[src/rtl/dmem_arbiter.sv]
// dmem_arbiter: shares one synchronous single-port DMEM between the core MEM
// stage and a loader/debug port. One access is issued per cycle. A read returns
// on MEM_DOUT the following cycle. A saturating wait counter stops the loader
// from being starved by continuous core traffic.
//
// state       | meaning
// ------------+-----------------------------------------------------
// S_IDLE      | no read data pending on MEM_DOUT this cycle
// S_CORE_DATA | core read issued last cycle, its data is on MEM_DOUT
// S_LD_DATA   | loader read issued last cycle, its data is on MEM_DOUT
module dmem_arbiter #(
  parameter int AW       = 30,
  parameter int DW       = 32,
  parameter int MAX_WAIT = 4
) (
  input  logic          CLK,
  input  logic          RSTn,
  input  logic          CORE_RD,
  input  logic          CORE_W,
  input  logic [AW-1:0] CORE_ADD,
  input  logic [DW-1:0] CORE_DIN,
  output logic [DW-1:0] CORE_DOUT,
  output logic          CORE_STALL,
  input  logic          LD_REQ,
  input  logic          LD_WE,
  input  logic [AW-1:0] LD_ADD,
  input  logic [DW-1:0] LD_DIN,
  output logic          LD_GNT,
  output logic          LD_RVALID,
  output logic [DW-1:0] LD_DOUT,
  output logic          MEM_CS,
  output logic          MEM_WE,
  output logic [AW-1:0] MEM_ADD,
  output logic [DW-1:0] MEM_DIN,
  input  logic [DW-1:0] MEM_DOUT
);

  localparam int WCW = $clog2(MAX_WAIT + 1);
  localparam logic [WCW-1:0] WAIT_SAT = WCW'(MAX_WAIT);

  typedef enum logic [1:0] {
    S_IDLE,
    S_CORE_DATA,
    S_LD_DATA
  } state_t;

  state_t         state_q, state_d;
  logic [WCW-1:0] wait_q, wait_d;
  logic [DW-1:0]  core_dout_q;
  logic [DW-1:0]  ld_dout_q;
  logic           core_req;
  logic           ld_issue;
  logic           core_issue;

  // State register, loader wait counter and held read-data registers.
  always_ff @(posedge CLK or negedge RSTn) begin
    if (!RSTn) begin
      state_q     <= S_IDLE;
      wait_q      <= '0;
      core_dout_q <= '0;
      ld_dout_q   <= '0;
    end else begin
      state_q <= state_d;
      wait_q  <= wait_d;
      if (state_q == S_CORE_DATA) core_dout_q <= MEM_DOUT;
      if (state_q == S_LD_DATA)   ld_dout_q   <= MEM_DOUT;
    end
  end

  // Arbitration, DMEM drive, core stall and next-state / wait-count logic.
  always_comb begin
    state_d    = S_IDLE;
    wait_d     = '0;
    LD_GNT     = 1'b0;
    MEM_CS     = 1'b0;
    MEM_WE     = 1'b0;
    MEM_ADD    = '0;
    MEM_DIN    = '0;
    CORE_STALL = 1'b0;

    // The core request seen in S_CORE_DATA is the one completing now.
    core_req   = (CORE_RD | CORE_W) && (state_q != S_CORE_DATA);
    ld_issue   = LD_REQ && (!core_req || (wait_q == WAIT_SAT));
    core_issue = core_req && !ld_issue;

    if (ld_issue) begin
      LD_GNT  = 1'b1;
      MEM_CS  = 1'b1;
      MEM_WE  = LD_WE;
      MEM_ADD = LD_ADD;
      MEM_DIN = LD_DIN;
      if (!LD_WE) state_d = S_LD_DATA;
    end else if (core_issue) begin
      MEM_CS  = 1'b1;
      MEM_WE  = CORE_W;
      MEM_ADD = CORE_ADD;
      MEM_DIN = CORE_DIN;
      if (!CORE_W) state_d = S_CORE_DATA;
    end

    // Stall while losing arbitration, or for the issue cycle of a core load.
    CORE_STALL = (core_req && !core_issue) || (core_issue && !CORE_W);

    if (LD_REQ && !ld_issue) begin
      wait_d = (wait_q == WAIT_SAT) ? wait_q : wait_q + WCW'(1);
    end
  end

  // Read data is passed straight through in its data cycle and held after.
  assign CORE_DOUT = (state_q == S_CORE_DATA) ? MEM_DOUT : core_dout_q;
  assign LD_RVALID = (state_q == S_LD_DATA);
  assign LD_DOUT   = (state_q == S_LD_DATA) ? MEM_DOUT : ld_dout_q;

endmodule

[config.mk]
export PLATFORM = sky130hd
export DESIGN_NAME = dmem_arbiter
export DESIGN_NICKNAME = d
export VERILOG_FILES = /design/src/rtl/dmem_arbiter.sv
export SDC_FILE = /design/constraint.sdc
export NUM_CORES = 1
export LEC_CHECK = 0
export CORE_AREA = 2 2 113 115
export DETAILED_ROUTE_END_ITERATION = 12
export DIE_AREA = 0 0 115 117
export HOLD_SLACK_MARGIN = 0.1
export PLACE_DENSITY = 0.77
export SLEW_MARGIN = 0
export SYNTH_ARGS = -nofsm -noshare
export SYNTH_HDL_FRONTEND = slang
export SYNTH_SLANG_ARGS = --single-unit
[constraint.sdc]
create_clock -name CLK -period 2.45 [get_ports CLK]
set_clock_uncertainty 0.15 [all_clocks]
set_input_delay 0.3675 -clock CLK [delete_from_list [all_inputs] [get_ports CLK]]
set_output_delay 0.3675 -clock CLK [all_outputs]
set_load 0.01 [all_outputs]
### Word-level counts from Yosys, hierarchy flattened

Index checks and enable logic that the tools add are counted.

* register bits: 69
* input port bits: 162
* output and inout port bits: 131
* logic and storage cells: 40

* $add $sub $neg: 1
* equality and inequality tests: 5
* mux-type cells: 17
* bitwise logic cells: 1
* reduce and logical (&&, ||, !) cells: 12

Operators by type and width (count)
* 2-to-1 mux 32 bit: 4
* 2-to-1 mux 30 bit: 2
* 2-to-1 mux 1 bit: 7
* logical AND 1 bit: 6
* 2-to-1 mux 3 bit: 2
* zero test 1 bit: 4
* 2-to-1 mux 2 bit: 2
* adder 3 x 1 -> 3 bit, second input constant: 1
* equality test 3 bit, second input constant: 1
* equality test 2 x 1 -> 1 bit, second input constant: 1
* equality test 2 bit, second input constant: 1
* logical OR 1 bit: 2
* != test 2 x 1 -> 1 bit, second input constant: 1
* != test 2 bit, second input constant: 1
* OR 1 bit: 1

### Logic depth before layout (Yosys ltp)

Gate-level depths: netlist of run 1.

* word-level depth: 10
* depth in mapped cells: 7
* depth with buffers taken out: 5

### Worst setup path before layout of run 1

Ideal clock, no wire load.

* path kind: register to output
* start point: register wait_q[0]
* end point: output MEM_ADD[10]
* arrival: 1.430 ns
* required time: 1.933 ns
* path slack: 0.502 ns
* stages on the path, launching flop included: 7
* path buffers: 1
* cells stage by stage: dfrtp_1 > inv_1 > ha_1 > nand2_1 > a31oi_4 > buf_6 > a22o_1

* cells in the longest elaborated chain, start to end: 7

Ends and longest elaborated chain
* start: declaration: line 48 `logic [WCW-1:0] wait_q, wait_d;`
* start signal: assignment: line 64 `wait_q <= wait_d;`
* equality test 3 bit (*): line 83 `ld_issue = LD_REQ && (!core_req || (wait_q == WAIT_SAT));`
* logical OR 1 bit (*): line 83
* logical AND 1 bit (*): line 83
* zero test 1 bit: line 84 `core_issue = core_req && !ld_issue;`
* logical AND 1 bit: line 84
* 2-to-1 mux 30 bit: line 93 `end else if (core_issue) begin`
* 2-to-1 mux 30 bit (*): line 86 `if (ld_issue) begin`
* end: declaration: line 33 `output logic [AW-1:0] MEM_ADD,`

Every way passes the cells marked *; elsewhere a longest branch is shown, timed or not.

### Worst setup path in the final report of run 1

* start point: register wait_q[0]
* end point: output MEM_DIN[22]

* cells in the longest elaborated chain, start to end: 7

Ends and longest elaborated chain
* equality test 3 bit (*): line 83
* logical OR 1 bit (*): line 83
* logical AND 1 bit (*): line 83
* zero test 1 bit: line 84
* logical AND 1 bit: line 84
* 2-to-1 mux 32 bit: line 93
* 2-to-1 mux 32 bit (*): line 86
* end: declaration: line 34 `output logic [DW-1:0] MEM_DIN,`

Marked as above.

==> results of run 1 <==
-- registers in the layout, indices dropped and copies added (netlist names) --
name,count
wait_q,3
state_q,2
ld_dout_q,32
core_dout_q,32
-- where the power goes --
group | leakage [nW] | internal, mW | switching, mW
logic | 2.53 | 0.973 | 0.791
registers | 0.839 | 1.40 | 0.0667
clock network | 0.138 | 0.817 | 0.435
-- layer usage --
metal / part of all wire [%] / vias to the layer above
li1: - / 1727
met1: 37 / 1859
met2: 51 / 193
met3: 9.1 / 38
met4: 3.5 / 0
met5: 0 / -
-- worst register-to-register path: cells and delay by family, from the launching register on --
| family | cells | cell delay, ns |
|---|---|---|
| adder cells (fa/ha/maj) | 1 | 0.16 |
| AO/OA/AOI/OAI | 1 | 0.26 |
| flip-flops | 1 | 0.39 |
| AND/OR/NAND/NOR | 2 | 0.20 |
| buffers and inverters | 3 | 0.37 |
-- path summary, 6_finish.rpt --
| path | to | slack (ns) |
|---|---|---|
| worst max-delay path | MEM_DIN[22] | 0.03 |
| min in group asynchronous | ld_dout_q[25] | 0.45 |
| worst min register to register | core_dout_q[15] | 0.32 |
| max in group asynchronous | wait_q[1] | 1.05 |
| worst max register to register | state_q[1] | 0.86 |
| worst min-delay path | core_dout_q[15] | 0.32 |
-- layout make-up --
type	count	share of cell area, %
multi-input combinational	214	21.8
inverter	4	0.219
clock inverter	1	0.439
tap	150	2.74
sequential	69	25.2
clock buffer	15	3.76
timing repair buffer	325	45.8
-- metrics by stage --
| step | worst slack (ns) | hold WS (ns) | cells | area, sq um | util (%) |
|---|---|---|---|---|---|
| after floorplan | 0.502 | -0.0781 | 312 | 3380 | - |
| after global placement | -0.402 | 0.257 | 749 | 6520 | 53.0 |
| after detailed placement | -0.399 | 0.273 | 749 | 6520 | 53.0 |
| after CTS | -0.101 | 0.324 | 778 | 6800 | 55.3 |
| after global routing | -0.0722 | 0.338 | 778 | 6850 | 55.6 |
| final | 0.0268 | 0.318 | 778 | 6850 | 55.6 |
-- cells in the final DEF (no fill, tap or decap), types with 2 or more instances in the layout --
cell,synthesis,layout
mux2_2,32,32
and4_1,2,2
buf_4,0,15
nor2_1,2,2
clkdlybuf4s15_1,0,30
buf_6,13,7
dfrtp_1,69,69
dlymetal6s2s_1,0,30
buf_12,0,7
clkdlybuf4s50_1,0,163
dlygate4sd2_1,0,13
nor2b_4,0,2
nand2_1,98,97
clkbuf_16,0,12
inv_1,4,2
inv_2,0,2
clkbuf_2,0,9
a22o_1,62,62
clkbuf_1,6,5
and2b_1,2,2
buf_2,6,45
buf_8,0,2
-- cells by family (layout without fill, tap and decap cells) --
family / after synthesis / count (layout) / share of synthesized area (%)
and+or+nand+nor: 112 / 112 / 13.6
DFF: 69 / 69 / 51.0
AOI/OAI and AO/OA: 68 / 68 / 17.6
muxes: 32 / 32 / 10.7
buffers and inverters: 29 / 345 / 6.32
adders and majority gates: 2 / 2 / 0.740
-- repair_timing --
item                                    in CTS  in global routing
cloned                                       3                  3
gates resized for setup                    254                 85
pin swaps                                    4                  8
hold buffers                                 1                  0
hold endpoints to repair                    26                  0
endpoints found under the setup margin     128                114
setup buffers                                9                  4
-- Yosys cell counts (all sizes together) --
library cell	count
nand2	98
dfrtp	69
a22o	62
mux2	32
buf	19
clkbuf	6
inv	4
a31oi	2
and2b	2
and4	2
ha	2
nor2	2
nor2b	2
a211oi	1
a21oi	1
a31o	1
and3	1
nand2b	1
nand3	1
nor3b	1
nor4	1
o21ai	1
or2	1
==> reports/metrics.yaml, run 1 <==
status: "completed"
io_buffer_count: 292
totalPowerFinal_mw: 4.48
grt_pass1_vias: 3952
cts_root_buffer: "clkbuf_16"
first_iter_violations: 194
syn-num-nets: 476
area_growth_pct: 102
antenna_cells: 0
yosysTopAreaCellShare_pct: 51.0
synthCells: 312
cpMaxStageDelayCell: "dfrtp_1"
critical_path.max_fanout: 8
layout_min_cycle_time_ns: 2.42
ioPinCount: 293
startpoint: "wait_q[0]"
finalSetupTns_ns: 0
worst_pin_slew_ns: 0.644
nFillCells: 1068
yosysSeqAreaShare_pct: 51.0
numCtsBuffers: 9
reg2reg_from: "wait_q[0]"
maxSlewHeadroom_pct: 57.1
cts_buffer_depth: 2
nets: 787
min_path_type: "flop to flop"
routabilityCongestion: 0.889
r2r_cells: 7
ant_nets: 0
core-area_sq_mm: 0.0123
clock_sinks: 69
critPathTopFamily: "buffers and inverters"
cp.arrival_ns: 1.91
rsz0062_at_grt: "yes"
worstSetupEndpointType: "output port"
cp_num_cells: 8
synthTopCellsByArea: "dfrtp_1, a22o_1, nand2_1"
wl_per_cell_um: 20.4
cts_tree: "done"
firstDrtPassIters: 4
worst-path-buf-inv: 4
dieArea_sq_mm: 0.0135
gr-total-overflow: 0
ys_types: 25
crit_required_ns: 1.93
min_from: "core_dout_q[15]"
leakage_nw: 3.51
cp-start-kind: "flop"
holdPathStages: 2
multi_input_area_sq_mm: 0.00149
syn_area_sq_mm: 0.00338
start_util_pct: 27.5
post_synth.cell_area_avg_sq_um: 10.8
ys_ff_latch: 69
worst_skew_pair.late_latency_ns: 0.32
h-tree-depth: 3
worstSetupPathType: "flop to output port"
setup_violations: 0
seqCellArea_sq_mm: 0.00173
dr_total_vias: 3817
ys_warn_count: 0
globalRouteMet1Util_pct: 24.1
maxSlewViolCount: 0
crit_path_cell_trace: "inv_2, ha_4, nand2_4, a31oi_4, buf_6, clkbuf_16, a22o_1, buf_2"
die_w_um: 115
slowest_delay_ns: 0.39
grt_max_degree: 44
rows: 41
grt_usage_pct: 22.2
drive_gt1_share_pct: 22.8
min_period_over_period_pct: 98.9
grt_use_met2_pct: 39.9
die_y_um: 117
routed_via_density: 4.91
grt_pass1_wl_mm: 22.4
yosysTopAreaCell: "dfrtp_1"
post-route-drc-count: 0
antenna_found_initial: 0
met3_usage_pct: 6.18
routed_wirelength_mm: 15.9
dp_hpwl_mm: 11.9
busiest_layer: "met2"
final_hold_viol_count: 0
pwr_density_cell_mw_per_mm2: 654
fmax_mhz: 413
drv_cap: 0
vdd_drop_max_mv: 0.562
clk_pin_slew_ns: 0.05
No activity file was read; power rests on OpenSTA's default activity.
==> inputs of run 2 (changes only) <==
- SETUP_SLACK_MARGIN: unset -> 0.2
- SKIP_CTS_REPAIR_TIMING: unset -> 1
==> run 2 against run 1 <==
Against the previous run: wire length rose by 8.4%; via count rose by 3.3%; non-clock buffer count rose by 23; clock power barely moved; setup slack got worse by 0.021 ns; die area did not move; largest power group unchanged.
==> reports/metrics.yaml, run 2 (synthesized netlist as in run 1, its figures left out) <==
status: "completed"
start_util_pct: 27.5  # unchanged
critical_path.max_fanout: 7  # -1
startpoint: "wait_q[1]"
finalWorstSetupSlack_ns: 0.00613  # -0.0207 ns
routed_wirelength_mm: 17.2  # +8.4%
rrSetupSlack_ns: 0.70  # -0.16 ns
grt_max_degree: 44  # unchanged
grt_use_met2_pct: 38.7  # -1.3 points
clock_sinks: 69  # unchanged
cp.arrival_ns: 1.93  # +0.02 ns
grt_pass1_wl_mm: 21.8  # -3.0%
final_hold_viol_count: 0  # unchanged
p_clk_share_pct: 26.4  # -1.6 points
ioPinCount: 293  # unchanged
reg_top3: "core_dout_q x32, ld_dout_q x32, wait_q x3"
io_buffer_count: 292  # unchanged
crit_required_ns: 1.93  # about the same
core-area_sq_mm: 0.0123  # unchanged
worst_skew_pair.late_latency_ns: 0.32  # about the same
r2r_end: "ld_dout_q[21]"
final_common_cell: "clkdlybuf4s50_1"
globalRouteMet1Util_pct: 23.6  # -0.49 points
min_period_over_period_pct: 99.7  # +0.84 points
rsz0062_at_grt: "yes"
setup_violations: 0  # unchanged
drive_gt1_share_pct: 32.1  # +9.3 points
seqCellArea_sq_mm: 0.00173  # unchanged
cts_tree: "done"
firstDrtPassIters: 5  # +1
worstSetupPathType: "flop to output port"
antenna_cells: 0  # unchanged
r2r_cells: 7  # unchanged
gr-total-overflow: 0  # unchanged
first_iter_violations: 180  # -7.2%
nFillCells: 1005  # -5.9%
busiest_layer: "met2"
worst_pin_slew_ns: 0.656  # +0.0121 ns
h-tree-depth: 3  # unchanged
dieArea_sq_mm: 0.0135  # unchanged
worstSetupEndpoint: "MEM_ADD[11]"
routed_via_density: 4.92  # +0.36%
pwr_density_cell_mw_per_mm2: 650  # -0.69%
met3_usage_pct: 5.66  # -0.51 points
wl_per_cell_um: 21.5  # +5.3%
dr_total_vias: 3944  # +3.3%
hold_ws_ns: 0.313  # -0.00452 ns
die_w_um: 115  # unchanged
drv_cap: 0  # unchanged
rows: 41  # unchanged
nets: 810  # +2.9%
routabilityCongestion: 0.889  # unchanged
fmax_mhz: 409  # -0.85%
switchingPower_mw: 1.38  # +6.5%
mostFrequentLayoutCells: "clkdlybuf4s50_1, nand2_1, dfrtp_1, a22o_1, buf_2"
multi_input_area_sq_mm: 0.00160  # +7.5%
die_y_um: 117  # unchanged
maxSlewViolCount: 0  # unchanged
leakage_nw: 3.87  # +10%
post-route-drc-count: 0  # unchanged
maxSlewHeadroom_pct: 56.3  # -0.81 points
area_growth_pct: 117
reg2reg_from: "state_q[1]"
vdd_drop_max_mv: 0.576  # +2.4%
pre_cts_ws_ns: -0.399  # unchanged
min_path_type: "flop to flop"
clk_pin_slew_ns: 0.05  # about the same
cts_root_buffer: "clkbuf_16"
dp_hpwl_mm: 11.9  # unchanged
numCtsBuffers: 9  # unchanged
p_comb_share_pct: 42.7  # +3.3 points
grt_usage_pct: 21.4  # -0.76 points
worstSetupEndpointType: "output port"
antenna_found_initial: 0  # unchanged
cp-start-kind: "flop"
layout_min_cycle_time_ns: 2.44  # +0.0207 ns
pwr-share-seq_pct: 31.0  # -1.7 points
swShare_pct: 28.9  # +0.063 points
ant_nets: 0  # unchanged
cts_buffer_depth: 2  # unchanged
grt_pass1_vias: 3907  # -1.1%
internal-power_mw: 3.38  # +6.2%
## run 2: cell types whose count changed in the layout (fill, tap and decap cells not counted), moves of 4 or more
| cell | delta |
|---|---|
| buf_12 | +4 |
| buf_2 | +12 |
| dlymetal6s2s_1 | +6 |
| clkdlybuf4s15_1 | -30 |
| buf_6 | +32 |
| dlygate4sd2_1 | -13 |
| mux2_2 | -27 |
| clkdlybuf4s50_1 | -5 |
| clkbuf_16 | +8 |
| buf_4 | +9 |
| mux2_4 | +27 |
## run 2: cell type report
cell class	count	area share, %
clock buffer	15	3.52
clock inverter	1	0.410
inverter	4	0.205
multi-input combinational	214	21.9
sequential	69	23.6
tap	150	2.56
timing repair buffer	348	47.9
## run 2: routing by layer
layer | wire length, um | up-vias
li1 | - | 1777
met2 | 8760 | 198
met4 | 657 | 0
met5 | 0 | -
met3 | 1420 | 43
met1 | 6410 | 1926
## run 2: worst min path at each step
stage          slack (ns)  cells past startpoint              end            from
2_1_floorplan       -0.08                      0   core_dout_q[0]            RSTn
3_3_place_gp         0.26                      1    ld_dout_q[20]            RSTn
3_5_place_dp         0.27                      1    ld_dout_q[20]            RSTn
4_1_cts             -0.08                      1  core_dout_q[14]            RSTn
5_1_grt              0.33                      2   core_dout_q[7]  core_dout_q[7]
6_report             0.31                      2   core_dout_q[7]  core_dout_q[7]
## run 2: power groups by stage
stage                     logic [mW]  registers, mW  clock network (mW)
after floorplan                0.742           1.46                   0
after global placement          1.89           1.47                   0
after detailed placement        1.91           1.49                   0
after CTS                       1.94           1.47                1.28
after global routing            2.16           1.50                1.33
final                           2.03           1.47                1.26
## run 2: worst max-delay path: stages, from the launching register on
cell,delay (ns)
dfrtp_1,0.38
inv_1,0.10
ha_4,0.17
nand2_4,0.06
a31oi_4,0.19
buf_6,0.14
buf_6,0.11
buf_6,0.14
a22o_1,0.16
buf_2,0.14
## run 2: per-stage QoR
stage / instance area, sq um / instances / utilization, % / power (mW) / TNS, ns
2_1_floorplan: 3380 / 312 / - / 2.20 / 0
3_3_place_gp: 6520 / 749 / 53.0 / 3.36 / -18.86
3_5_place_dp: 6520 / 749 / 53.0 / 3.40 / -18.67
4_1_cts: 6810 / 765 / 55.3 / 4.69 / -32.16
5_1_grt: 7330 / 801 / 59.5 / 4.99 / -1.55
6_report: 7330 / 801 / 59.5 / 4.76 / 0
